## src/rtl/pwm_fault_guard_pkg.sv

```systemverilog
// Shared types and constants for the pwm_fault_guard channel protection slice.
// Holds the channel state encoding, leg indices and a counter-width helper.
package pwm_fault_guard_pkg;

  typedef enum logic [1:0] {
    NORMAL  = 2'b01,
    PROTECT = 2'b10,
    LOCKOUT = 2'b11
  } state_t;

  localparam int unsigned LL = 0;
  localparam int unsigned LH = 1;
  localparam int unsigned RL = 2;
  localparam int unsigned RH = 3;

  // Width needed to hold 0..max_val, never narrower than one bit.
  function automatic int unsigned cnt_w(input int unsigned max_val);
    int unsigned w;
    w = $clog2(max_val + 1);
    return (w == 0) ? 1 : w;
  endfunction

endpackage

```

## src/rtl/pwm_guard_ch.sv

```systemverilog
// One full-bridge channel: fault filter/trip FSM, retry window, edge detect, gating.
// Define ST_LATCH_EN to make a shoot-through pattern an immediate trip.
module pwm_guard_ch
  import pwm_fault_guard_pkg::*;
#(
  parameter int unsigned N_FLT     = 2,
  parameter int unsigned FILT_CYC  = 4,
  parameter int unsigned MAX_RETRY = 3,
  parameter int unsigned WIN_CYC   = 1000
) (
  input  logic             clk,
  input  logic             rst,
  input  logic [3:0]       pwm_in,
  input  logic [N_FLT-1:0] flt_n,
  input  logic             rearm_en,
  input  logic             clr,
  output logic [3:0]       pwm_out,
  output logic             ch_ok,
  output logic             lockout,
  output logic [N_FLT-1:0] trip_cause
);

  localparam int unsigned FW = cnt_w(FILT_CYC - 1);
  localparam int unsigned RW = cnt_w(MAX_RETRY);
  localparam int unsigned WW = cnt_w(WIN_CYC - 1);

  state_t           state;
  state_t           state_nxt;
  logic [FW-1:0]    filt_cnt;
  logic [RW-1:0]    retry_cnt;
  logic [WW-1:0]    win_cnt;
  logic             lh_s1;
  logic             lh_s2;
  logic             rh_s1;
  logic             rh_s2;
  logic             flt_any;
  logic             st;
  logic             rise;
  logic             trip_flt;
  logic             trip_st;
  logic             trip;
  logic             rearm_ok;
  logic             retry_full;
  logic [N_FLT-1:0] cause_trip;

  assign flt_any    = ~&flt_n;
  assign st         = (pwm_in[LL] & pwm_in[LH]) | (pwm_in[RL] & pwm_in[RH]);
  assign rise       = (lh_s1 & ~lh_s2) | (rh_s1 & ~rh_s2);
  assign trip_flt   = flt_any && (filt_cnt == FW'(FILT_CYC - 1));
`ifdef ST_LATCH_EN
  assign trip_st    = st;
`else
  assign trip_st    = 1'b0;
`endif
  assign trip       = trip_flt | trip_st;
  assign rearm_ok   = rearm_en & rise & ~flt_any;
  assign retry_full = (retry_cnt == RW'(MAX_RETRY));

  // A shoot-through trip marks bit 0 on top of whatever cause is being latched.
  always_comb begin
    cause_trip = trip_flt ? ~flt_n : trip_cause;
    if (trip_st) cause_trip[0] = 1'b1;
  end

  always_ff @(posedge clk) begin
    if (rst) state <= NORMAL;
    else     state <= state_nxt;
  end

  always_comb begin
    state_nxt = state;
    case (state)
      NORMAL:  if (!clr && trip) state_nxt = PROTECT;
      PROTECT: begin
        if (clr)           state_nxt = NORMAL;
        else if (rearm_ok) state_nxt = retry_full ? LOCKOUT : NORMAL;
      end
      LOCKOUT: if (clr) state_nxt = NORMAL;
      default: state_nxt = PROTECT;
    endcase
  end

  always_comb begin
    ch_ok   = 1'b0;
    lockout = 1'b0;
    case (state)
      NORMAL:  ch_ok   = 1'b1;
      LOCKOUT: lockout = 1'b1;
      default: ;
    endcase
  end

  always_ff @(posedge clk) begin
    if (rst) begin
      filt_cnt   <= '0;
      retry_cnt  <= '0;
      win_cnt    <= '0;
      trip_cause <= '0;
      lh_s1      <= 1'b0;
      lh_s2      <= 1'b0;
      rh_s1      <= 1'b0;
      rh_s2      <= 1'b0;
    end else begin
      lh_s1 <= pwm_in[LH];
      lh_s2 <= lh_s1;
      rh_s1 <= pwm_in[RH];
      rh_s2 <= rh_s1;
      case (state)
        NORMAL: begin
          if (!flt_any)                             filt_cnt <= '0;
          else if (filt_cnt != FW'(FILT_CYC - 1))   filt_cnt <= filt_cnt + FW'(1);
          if (win_cnt == WW'(WIN_CYC - 1)) retry_cnt <= '0;
          else                             win_cnt   <= win_cnt + WW'(1);
          if (clr) begin
            trip_cause <= '0;
          end else if (trip) begin
            filt_cnt   <= '0;
            trip_cause <= cause_trip;
          end
        end
        PROTECT: begin
          filt_cnt <= '0;
          win_cnt  <= '0;
          if (clr) begin
            retry_cnt  <= '0;
            trip_cause <= '0;
          end else if (rearm_ok && !retry_full) begin
            retry_cnt <= retry_cnt + RW'(1);
          end
        end
        LOCKOUT: begin
          filt_cnt <= '0;
          win_cnt  <= '0;
          if (clr) begin
            retry_cnt  <= '0;
            trip_cause <= '0;
          end
        end
        default: begin
          filt_cnt <= '0;
          win_cnt  <= '0;
        end
      endcase
    end
  end

  // Low sides pass untouched; high sides need an enabled channel and no overlap.
  assign pwm_out[LL] = pwm_in[LL];
  assign pwm_out[RL] = pwm_in[RL];
  assign pwm_out[LH] = pwm_in[LH] & ch_ok & ~st;
  assign pwm_out[RH] = pwm_in[RH] & ch_ok & ~st;

endmodule

```

## src/rtl/pwm_fault_guard.sv

```systemverilog
// N-channel full-bridge PWM protection gate; one pwm_guard_ch per channel.
// Define ST_LATCH_EN to make a shoot-through pattern an immediate trip.
module pwm_fault_guard
  import pwm_fault_guard_pkg::*;
#(
  parameter int unsigned N_CH      = 2,
  parameter int unsigned N_FLT     = 2,
  parameter int unsigned FILT_CYC  = 4,
  parameter int unsigned MAX_RETRY = 3,
  parameter int unsigned WIN_CYC   = 1000
) (
  input  logic                  CLK_50M,
  input  logic                  Rst,
  input  logic [4*N_CH-1:0]     pwm_in,
  input  logic [N_FLT*N_CH-1:0] flt_n,
  input  logic [N_CH-1:0]       rearm_en,
  input  logic [N_CH-1:0]       clr,
  output logic [4*N_CH-1:0]     pwm_out,
  output logic [N_CH-1:0]       ch_ok,
  output logic [N_CH-1:0]       lockout,
  output logic [N_FLT*N_CH-1:0] trip_cause
);

  for (genvar c = 0; c < N_CH; c++) begin : g_ch
    pwm_guard_ch #(
      .N_FLT    (N_FLT),
      .FILT_CYC (FILT_CYC),
      .MAX_RETRY(MAX_RETRY),
      .WIN_CYC  (WIN_CYC)
    ) u_ch (
      .clk       (CLK_50M),
      .rst       (Rst),
      .pwm_in    (pwm_in[4*c +: 4]),
      .flt_n     (flt_n[N_FLT*c +: N_FLT]),
      .rearm_en  (rearm_en[c]),
      .clr       (clr[c]),
      .pwm_out   (pwm_out[4*c +: 4]),
      .ch_ok     (ch_ok[c]),
      .lockout   (lockout[c]),
      .trip_cause(trip_cause[N_FLT*c +: N_FLT])
    );
  end

endmodule
```

## config.mk

```make
export PLATFORM = sky130hd
export DESIGN_NAME = pwm_fault_guard
export DESIGN_NICKNAME = d
export VERILOG_FILES = /design/src/rtl/pwm_fault_guard_pkg.sv /design/src/rtl/pwm_guard_ch.sv /design/src/rtl/pwm_fault_guard.sv
export SDC_FILE = /design/constraint.sdc
export NUM_CORES = 1
export LEC_CHECK = 0
export CELL_PAD_IN_SITES_DETAIL_PLACEMENT = 0
export CELL_PAD_IN_SITES_GLOBAL_PLACEMENT = 1
export CORE_UTILIZATION = 35
export CTS_CLUSTER_SIZE = 20
export DETAILED_ROUTE_END_ITERATION = 16
export GPL_TIMING_DRIVEN = 1
export PLACE_DENSITY_LB_ADDON = 0.1
export SYNTH_ARGS = -nofsm -noshare
export SYNTH_HDL_FRONTEND = slang
export SYNTH_SLANG_ARGS = --single-unit
```

## constraint.sdc

```tcl
create_clock -name CLK_50M -period 2.5 [get_ports CLK_50M]
set_clock_uncertainty 0.2 [all_clocks]
set_input_delay 0.375 -clock CLK_50M [delete_from_list [all_inputs] [get_ports CLK_50M]]
set_output_delay 0.375 -clock CLK_50M [all_outputs]
set_load 0.01 [all_outputs]
```

==> metrics.md, run 1 <==
| Metric | Value |
|---|---|
| Combinational power share | `around 12%` |
| Setup TNS | `0 ns` |
| Final-report setup violation count | `0` |
| Max cap viols | `0` |
| Critical Path Source Type | `flip-flop` |
| Share of power burned in registers | `a little over half` |
| Die Height | `roughly 81 µm` |
| Initial antenna violation count | `0` |
| Synth Cell Area | `~2200 µm²` |
| Syn nets | `between 200 and 300` |
| Synth unique cells | `50` |
| Final worst setup slack | `around 0.23 ns` |
| Hold path startpoint | `g_ch[1].u_ch.retry_cnt[1]$_SDFFE_PP0P_` |
| Hold Path Sink | `g_ch[1].u_ch.retry_cnt[1]$_SDFFE_PP0P_` |
| Max Slew Vio Count | `0` |
| Switching Power | `about 350 µW` |
| Top_reg_cell synth | `dfxtp_1` |
| Hold Crit Depth | `2` |
| H-tree levels | `2` |
| Unrepaired setup endpoints after global routing | `false` |
| Crit Path Category | `reg -> out` |
| Crit share post-route | `between 90% and 100%` |
| Worst-Margin Slew | `0.418 ns` |
| Worst reg2reg startpoint | `g_ch[1].u_ch.win_cnt[0]$_SDFFE_PP0P_` |
| Clock power frac | `about a third` |
| VDD IR max | `between 200 and 250 µV` |
| Reg2reg setup slack | `0.60 ns` |
| Maximum clock rate | `~440 MHz` |
| Clock-pin slew on the worst setup and hold paths | `approximately 0.08 ns` |
| Remaining antenna violation count | `0` |
| Worst r2r dst | `g_ch[1].u_ch.retry_cnt[1]$_SDFFE_PP0P_` |
| Vias per cell | `between 4 and 5` |
| Final wirelength | `between 4000 and 5000 µm` |
| Post-synth EDFFs | `0` |
| Asr flop ratio synth | `0%` |
| Arrival time at the worst endpoint | `between 1.5 and 2 ns` |
| DRC | `0` |
| GRT Total Usage | `between 10 and 15%` |
| Dpl cells | `358` |
| Final period demand of the worst path | `2.27 ns` |
| First-pass DRT Iterations | `4` |
| Worst Path Max Fanout | `5` |
| R2R depth | `5` |
| Chip width | `between 80 and 90 µm` |
| Finished Core Util | `45.0%` |
| Critical Path End Type | `output pin` |
| Initial Utilization | `36.3%` |
| Final nets | `~310` |
| CTS root buf | `clkbuf_8` |
| Tightest Hold Check Type | `reg -> reg` |
| CTS sink cnt | `44` |
| Crit-path max cell delay | `0.56 ns` |
| Diode count | `0` |
| CP Cell Sequence | `nor2b_1 > buf_4 > nand3b_1 > a21oi_1 > clkdlybuf4s50_1` |
| Critical Path RT | `around 1.9 ns` |
| Largest net degree at the start of global routing | `15` |
| Dpl ws | `0.00975 ns` |
| Finished layout cell area | `between 2000 and 3000 µm²` |
| Via count | `between 1.5k and 2k` |
| Pwr/cell area | `519 nW/µm²` |
| Worst skew pair latency | `0.30 ns` |
| Syn-to-layout area delta | `23.7%` |
| Slew Limit Headroom | `approximately 72%` |
| Die ar. | `6500 µm²` |
| Synth warnings | `0` |
| Seq/Total Area, Yosys | `about 41%` |
| # IOs | `34` |
| Slowest-stage cell, CP | `clkdlybuf4s50_1` |
| Fin cells | `roughly 370` |
| Clk buf depth | `2` |
| Pleak | `roughly 0.00097 µW` |
| DP Area | `roughly 2600 µm²` |
| Detailed Route Iter0 Violations | `31` |
| GPL Wtd Cong | `slightly above 0.7` |
| Flops & latches, synth | `44` |
| Core Area | `around 6000 µm²` |
| # rows | `28` |
| Total gr overflow | `0` |
| Final Hold Viols | `0` |
| Setup crit start | `g_ch[0].u_ch.state[0]$_SDFFE_PP1P_` |
| Number of global-route vias before repair | `roughly 1.6k` |
| Port Buffers | `33` |
| Layout cells sized above 1 | `under 10%` |
| DP HPWL | `around 3200 µm` |
| Post-Syn Area per Cell | `roughly 8.5 µm²` |
| Switching Share | `approximately a quarter` |
| WL/cell | `roughly 12 µm` |
| CP top delay family | `buffers and inverters` |
| TritonCTS clock tree | `yes` |
| Status | `complete, no violations` |
| Internal power | `1040 µW` |
| Global-route wire length before repair | `7390 µm` |
| Num CTS Buffers | `5` |
| Syn Inst Count | `approximately 260` |
| CP bufs+invs | `2` |
worst max path at each step:
stage	slack, ns	end	depth (start not counted)
2_1_floorplan	0.56	pwm_out[5]	3
3_3_place_gp	0.08	pwm_out[7]	4
3_5_place_dp	0.01	pwm_out[7]	4
4_1_cts	0.01	pwm_out[7]	4
5_1_grt	0.11	pwm_out[3]	5
6_report	0.23	pwm_out[1]	5
Yosys cell counts (all sizes together) (2+ instances only):
master	instances	area, µm²
dfxtp	44	881
nor2	29	109
nor3	17	85.1
a21oi	16	80.1
nand2	15	56.3
o21ai	13	65.1
buf	10	76.3
inv	10	37.5
nand2b	10	70.1
nor2b	9	56.3
xnor2	9	78.8
clkbuf	8	30.0
nand3	8	40.0
ha	4	50.1
o211ai	4	30.0
xor2	4	35.0
a21o	3	22.5
nand3b	3	22.5
or3	3	18.8
a2111oi	2	17.5
a211oi	2	15.0
a22oi	2	15.0
a41o	2	20.0
a41oi	2	17.5
mux2i	2	20.0
nand4	2	12.5
nand4b	2	32.5
nor3b	2	15.0
nor4	2	27.5
o2bb2ai	2	17.5
worst register-to-register path: stages (launching register included):
cell	delay, ns
dfxtp_1	0.39
ha_1	0.27
nor4bb_1	0.39
nand4_1	0.17
a32oi_1	0.25
o2bb2ai_1	0.11
per-stage QoR:
step	hold slack, ns	power, µW
after floorplan	0.227	856
after global placement	0.238	938
after detailed placement	0.250	938
after CTS	0.263	1420
after global routing	0.292	1460
final	0.260	1390
routing by layer:
metal / global-route usage, % / routed length [µm] / up-vias
met5: 0 / 0 / -
met4: 4.82 / 27 / 0
met3: 3.75 / 125 / 2
met2: 22.5 / 1840 / 31
met1: 20.2 / 2320 / 782
li1: - / - / 961
repair_timing:
action / CTS / global route
endpoints found under the setup margin: 2 / 1
setup buffers: 0 / 0
resized for setup: 3 / 1
hold buffers: 0 / 0
final cells by class:
cell class                      instances  area (µm²)
Clock buffer                            7        86.3
Clock inverter                          1        7.51
Fill cell                             625        3280
Inverter                               10        37.5
Multi-Input combinational cell        183        1140
Sequential cell                        44         881
Tap cell                               75        93.8
Timing Repair Buffer                   46         429
power groups by stage:
stage / combinational, µW / clock [µW] / sequential (µW)
4_1_cts: 173 / 493 / 749
2_1_floorplan: 93.2 / 0 / 763
3_3_place_gp: 172 / 0 / 766
5_1_grt: 191 / 518 / 753
6_report: 171 / 470 / 749
3_5_place_dp: 173 / 0 / 766
registers in the layout, summed over array words and instances (netlist names):
name / count
g_ch.u_ch.win_cnt: 20
g_ch.u_ch.lh_s1: 2
g_ch.u_ch.state: 4
g_ch.u_ch.filt_cnt: 4
g_ch.u_ch.retry_cnt: 4
g_ch.u_ch.rh_s1: 2
g_ch.u_ch.trip_cause: 4
g_ch.u_ch.lh_s2: 2
g_ch.u_ch.rh_s2: 2
logic make-up (layout without fill, tap and decap cells):
group	Yosys count	after routing	share of synthesized area, %
flops	44	44	40.7
fa+ha+maj	4	4	2.31
xor+xnor	13	13	5.26
mux	2	2	0.925
compound gates	54	54	16.1
buf+inv	28	64	6.65
simple gates	110	110	28.0
cell usage in the layout (no fill, tap or decap), drive strengths merged, types with 3 or more instances in the layout:
master and count:
clkdlybuf4s50 31, xnor2 9, inv 10, nor3 17, nand2 15, dfxtp 44
ha 4, o211ai 4, nor2b 9, nand3b 3, nor2 29, a21oi 16
xor2 4, clkbuf 7, nand3 8, or3 3, nand2b 10, o21ai 13
a21o 3, buf 13
No activity file was read; power rests on OpenSTA's default activity.
==> run 2: changes to the inputs <==
--- a/config.mk
+++ b/config.mk
@@ -5,6 +5,7 @@
 export SDC_FILE = /design/constraint.sdc
 export NUM_CORES = 1
 export LEC_CHECK = 0
+export CAP_MARGIN = 20
 export CELL_PAD_IN_SITES_DETAIL_PLACEMENT = 0
 export CELL_PAD_IN_SITES_GLOBAL_PLACEMENT = 1
 export CORE_UTILIZATION = 35
==> results of run 2 <==
Same layout as run 1: the final DEF is identical, and so are final timing and power.
